`src/rtl/countdown_timer_if.sv`:
```
// Control/status bundle for countdown_timer.
// The master drives the requests; the slave (the timer) returns state and count.
interface countdown_timer_if #(
  parameter int unsigned WIDTH = 5
);
  logic             start;
  logic [WIDTH-1:0] load_val;
  logic             periodic;
  logic             pause;
  logic             abort;
  logic             ready;
  logic             busy;
  logic             paused;
  logic             done;
  logic [WIDTH-1:0] count;

  modport master (
    output start, load_val, periodic, pause, abort,
    input  ready, busy, paused, done, count
  );

  modport slave (
    input  start, load_val, periodic, pause, abort,
    output ready, busy, paused, done, count
  );
endinterface

```
`src/rtl/countdown_timer.sv`:
```
// Loadable down-counter with one-shot/periodic modes, pause and abort.
// Emits a one-cycle done pulse on the edge where a running count leaves 1.
module countdown_timer #(
  parameter int unsigned WIDTH = 5
) (
  input logic               clk,
  input logic               rst,
  countdown_timer_if.slave  bus
);

  typedef enum logic [1:0] {StIdle, StRun, StHold} state_e;

  state_e           state_q, state_d;
  logic [WIDTH-1:0] count_q, count_d;
  logic [WIDTH-1:0] reload_q, reload_d;
  logic             mode_q, mode_d;
  logic             done_q, done_d;
  logic             start_ok;

  assign start_ok = bus.start && (bus.load_val != '0);

  always_comb begin
    state_d  = state_q;
    count_d  = count_q;
    reload_d = reload_q;
    mode_d   = mode_q;
    done_d   = 1'b0;
    if (bus.abort) begin
      state_d = StIdle;
      count_d = '0;
    end else if (start_ok) begin
      state_d  = StRun;
      count_d  = bus.load_val;
      reload_d = bus.load_val;
      mode_d   = bus.periodic;
    end else if (state_q != StIdle) begin
      if (bus.pause) begin
        state_d = StHold;
      end else if (count_q > WIDTH'(1)) begin
        state_d = StRun;
        count_d = count_q - WIDTH'(1);
      end else begin
        // Terminal count: reload in periodic mode, otherwise return to idle.
        done_d = 1'b1;
        if (mode_q) begin
          state_d = StRun;
          count_d = reload_q;
        end else begin
          state_d = StIdle;
          count_d = '0;
        end
      end
    end
  end

  always_ff @(posedge clk) begin
    if (rst) begin
      state_q  <= StIdle;
      count_q  <= '0;
      reload_q <= '0;
      mode_q   <= 1'b0;
      done_q   <= 1'b0;
    end else begin
      state_q  <= state_d;
      count_q  <= count_d;
      reload_q <= reload_d;
      mode_q   <= mode_d;
      done_q   <= done_d;
    end
  end

  assign bus.ready  = (state_q == StIdle);
  assign bus.busy   = (state_q == StRun) || (state_q == StHold);
  assign bus.paused = (state_q == StHold);
  assign bus.done   = done_q;
  assign bus.count  = count_q;

endmodule

```
`src/flat_wrapper.sv`:
```
// flat-port wrapper written by rule: the top's interface ports become plain ports
module countdown_timer_flat 
#(
  parameter int unsigned WIDTH = 5
)
  (clk, rst, bus_start, bus_load_val, bus_periodic, bus_pause, bus_abort, bus_ready, bus_busy, bus_paused, bus_done, bus_count);
  countdown_timer_if #(.WIDTH(WIDTH)) bus_i ();
  input logic clk;
  input logic rst;
  input wire logic [$bits(bus_i.start)-1:0] bus_start;
  input wire logic [$bits(bus_i.load_val)-1:0] bus_load_val;
  input wire logic [$bits(bus_i.periodic)-1:0] bus_periodic;
  input wire logic [$bits(bus_i.pause)-1:0] bus_pause;
  input wire logic [$bits(bus_i.abort)-1:0] bus_abort;
  output wire logic [$bits(bus_i.ready)-1:0] bus_ready;
  output wire logic [$bits(bus_i.busy)-1:0] bus_busy;
  output wire logic [$bits(bus_i.paused)-1:0] bus_paused;
  output wire logic [$bits(bus_i.done)-1:0] bus_done;
  output wire logic [$bits(bus_i.count)-1:0] bus_count;
  assign bus_i.start = bus_start;
  assign bus_i.load_val = bus_load_val;
  assign bus_i.periodic = bus_periodic;
  assign bus_i.pause = bus_pause;
  assign bus_i.abort = bus_abort;
  assign bus_ready = bus_i.ready;
  assign bus_busy = bus_i.busy;
  assign bus_paused = bus_i.paused;
  assign bus_done = bus_i.done;
  assign bus_count = bus_i.count;
  countdown_timer #(.WIDTH(WIDTH)) u_core (.clk(clk), .rst(rst), .bus(bus_i));
endmodule
```
`config.mk`:
```
export PLATFORM = sky130hd
export DESIGN_NAME = countdown_timer_flat
export DESIGN_NICKNAME = d
export VERILOG_FILES = /design/src/rtl/countdown_timer_if.sv /design/src/rtl/countdown_timer.sv /design/src/flat_wrapper.sv
export SDC_FILE = /design/constraint.sdc
export NUM_CORES = 1
export LEC_CHECK = 0
export ABC_AREA = 1
export CAP_MARGIN = 20
export CORE_MARGIN = 4
export CORE_UTILIZATION = 38
export CTS_BUF_LIST = sky130_fd_sc_hd__clkbuf_2 sky130_fd_sc_hd__clkbuf_4 sky130_fd_sc_hd__clkbuf_8
export CTS_CLUSTER_SIZE = 25
export DETAILED_ROUTE_END_ITERATION = 10
export MAX_ROUTING_LAYER = met4
export SYNTH_ARGS = -nofsm -noshare
export SYNTH_HDL_FRONTEND = slang
export SYNTH_SLANG_ARGS = --single-unit
export TNS_END_PERCENT = 100
```
`constraint.sdc`:
```
create_clock -name clk -period 3.9 [get_ports clk]
set_clock_uncertainty 0.15 [all_clocks]
set_input_delay 0.39 -clock clk [delete_from_list [all_inputs] [get_ports clk]]
set_output_delay 0.39 -clock clk [all_outputs]
set_load 0.03 [all_outputs]
```
==> summary.md <==
The flow ran to the end, and the final reports show no timing, DRC or antenna violations. After detailed routing, the average wire length per cell comes to 10.3 um. The quantity of gates resized following cts was 0; the maximum fanout along the worst path was 2. At the pin with the least slew margin, the transition time is 0.354 ns. Global routing consumed, on the met3 layer, 2.10% of the routing resources. Headroom to the max-slew limit came out at 76.3%. Once placement finished, the instance area stood at 1060 sq um.

The number of global-route vias before repair is 713. The overflow left after global routing was 0; the met1 track demand over resource was 16.5%. The die area was 3060 sq um. In the global route stage, overall resource usage came out at 12.3%.

In this run the deepest clock path goes through 2 buffers. The max-slew violation count is 0, and the number of clock sinks seen by CTS is 14. The die is 55.4 um wide. In this run the static leakage power is 0.000490 uW. The clock period minus final worst setup slack was 2.14 ns; the yosys synthesis warning count was 0. Global routing used 18.1% of the available met2 tracks. The clock latency reported for the late side of the worst-skew pair is 0.28 ns, and the smallest hold slack is 0.319 ns.

The tools report the worst min-delay path startpoint as u_core.reload_q[3]. In this run, post-CTS hold repair placed 0 buffers. In this run the worst setup path begins at u_core.state_q[0]. Kind of cell with the highest combined delay on the critical path: buffers and inverters. Type of destination of the critical path: an output port.

The path class of the tightest hold or removal check is reg2reg. The share of final-layout standard cells stronger than drive strength 1 works out to 8.72%. The library cells used most frequently in the layout, excluding fill and tap cells, are 36 x nand2_1, 19 x inv_1, 19 x clkdlybuf4s50_1.

The run gives 1 as the number of H-tree levels. The first global-routing pass estimated 2990 um of wire. For this run, the detailed router's first-pass iteration total came to 4.

The run gives 342 uW as the post-route total power. The HPWL after detailed placement is 1490 um. The cell area after layout is 1090 sq um. Highest-delay cell along the critical path: clkdlybuf4s50_1.

The placement-stage worst setup slack is 1.88 ns, and the number of nets still failing antenna checks after routing is 0. Post-CTS timing repair inserted 0 buffers for setup. The count of boundary I/O pins was 20; the average instance area after synthesis was 6.71 sq um. In this run the tool buffered the top-level ports with 19 buffer cells. Number of hold violations in the final report: 0.

Reported max-cap violation count: 0. The net count of the finished layout is 165. The global routing's busiest layer was met2. The synthesized netlist occupies a cell area of 852 sq um. For the cell row count, the log shows 16. Leaving out fill and tap cells, the most frequent cell in the layout is nand2_1.

The post-CTS clock slew at the launch and capture registers of the worst setup and hold paths was 0.09 ns; the total wirelength of the detailed-routed design was 1810 um. Compared with the post-synthesis result, the final layout area differs by 28.2%. Entering global routing, the biggest net connects 12 pins. The number of vias per cell is 4.60. The run gives 0 as the DRC violations left. The fraction of the cycle the final worst path needs works out to 55.0%.

TritonCTS built the clock tree. The cell count after synthesis came out at 127. The logs give 3.36 ns for the required time of the critical path and 32.9% for the portion of the post-synthesis area used by sequential elements.

Data arrives at the worst endpoint at 1.60 ns. In this run the power density over the cells is 313 nW/um^2. Setup violations remaining at the end of the flow were counted as 0. Traced cell by cell, the critical path runs through inv_1, ha_1, clkdlybuf4s50_1. Once the floorplan was initialized, standard cells occupied 41.7% of the core.

Together, buffers and inverters on the worst path number 2. The detailed router finished its first iteration with 18 violations. The net count after synthesis was 142.

The master cell of the clock root buffer was clkbuf_4. The tools report the number of filler cells placed in the layout as 224. Summed over all failing endpoints, the final setup total negative slack is 0 ns.

The startpoint identified for the worst register-to-register timing path is u_core.bus.count[1]. In this run, synthesis produced a sequential element count of 14. STA classifies the critical path startpoint as a register. Across the VDD grid, the largest voltage drop is 0.000195 V. The critical path is of the reg2out type.

The post-synthesis cell type count came out at 22. The peak clock frequency supported by timing came out at 466 MHz. The run gives 2040 sq um as the placeable core region. The number of antenna cells inserted was 0; the longest individual stage delay on the worst path was 0.66 ns. The final weighted congestion in routability-driven placement is 0.887, and the routed via count is 810.

For the number of CTS-inserted buffers, the log shows 3. The logs give 0 for the number of antenna violations at the first check in global routing and 1.76 ns for the least setup slack across all paths after layout. In this run the vertical extent of the chip is 55.4 um. Setup repair after global routing left no endpoint under its margin.
==> metal layers <==
| metal | up-vias | routed length, um |
|---|---|---|
| met3 | 2 | 91 |
| met4 | 0 | 10 |
| met2 | 21 | 759 |
| li1 | 444 | - |
| met1 | 343 | 946 |
| met5 | - | 0 |
==> through the flow <==
step | util (%) | std cells
global placement | 51.7 | 172
floorplan | - | 127
detailed placement | 51.7 | 172
global route | 53.5 | 176
finish | 53.5 | 176
CTS | 53.5 | 176
==> report_power, final <==
group          switching (uW)  internal, uW  total, uW
Sequential               6.80           149        156
Clock                    46.5          56.7        103
Combinational            47.8          35.7       83.5
==> final cells by class <==
type / count / area [sq um] / area share (%)
Multi-Input combinational cell: 92 / 477 / 43.6
Sequential cell: 14 / 280 / 25.7
Timing Repair Buffer: 19 / 190 / 17.4
Clock buffer: 4 / 36.3 / 3.32
Tap cell: 27 / 33.8 / 3.09
Inverter: 20 / 75.1 / 6.87
==> Yosys cell counts <==
cell type / number / share of area [%]
nor3_4: 1 / 1.9
inv_1: 19 / 8.4
o21bai_2: 1 / 1.3
or2_2: 1 / 0.73
nor2_2: 1 / 0.73
nand3_2: 1 / 1.2
inv_2: 1 / 0.44
nand2_1: 36 / 16
nand2_2: 1 / 0.73
nand4_1: 1 / 0.73
nor2_1: 12 / 5.3
nand2_4: 2 / 2.6
o21ai_1: 2 / 1.2
ha_1: 4 / 5.9
a21oi_1: 9 / 5.3
buf_12: 1 / 2.3
a211oi_1: 1 / 0.88
xnor2_1: 1 / 1.0
nor3_1: 1 / 0.59
nand3_1: 15 / 8.8
dfxtp_1: 14 / 33
o21ai_0: 2 / 1.2
==> registers in the layout (all words and copies together), names as in the netlist <==
name	flops
u_core.bus.count	5
u_core.bus.done	1
u_core.mode_q	1
u_core.reload_q	5
u_core.state_q	2
==> cell families after synthesis <==
| family | Yosys count | synth area share [%] |
|---|---|---|
| simple gates | 72 | 39.2 |
| flops | 14 | 32.9 |
| xor+xnor | 1 | 1.03 |
| compound gates | 15 | 9.84 |
| fa+ha+maj | 4 | 5.87 |
| buf+inv | 21 | 11.2 |
==> tightest hold or removal path, cell delays in order, from the launching register on <==
cell     delay [ns]
dfxtp_1        0.32
nand2_1        0.06
a21oi_1        0.05
==> path summary, 6_finish.rpt <==
check	to	slack, ns	cells after the start
worst max-delay path	bus_busy	1.76	3
worst min-delay path	u_core.reload_q[3]	0.32	2
worst max register to register	u_core.bus.count[0]	2.35	9
worst min register to register	u_core.reload_q[3]	0.32	2
Note: power is estimated with default switching activity, not from simulation.
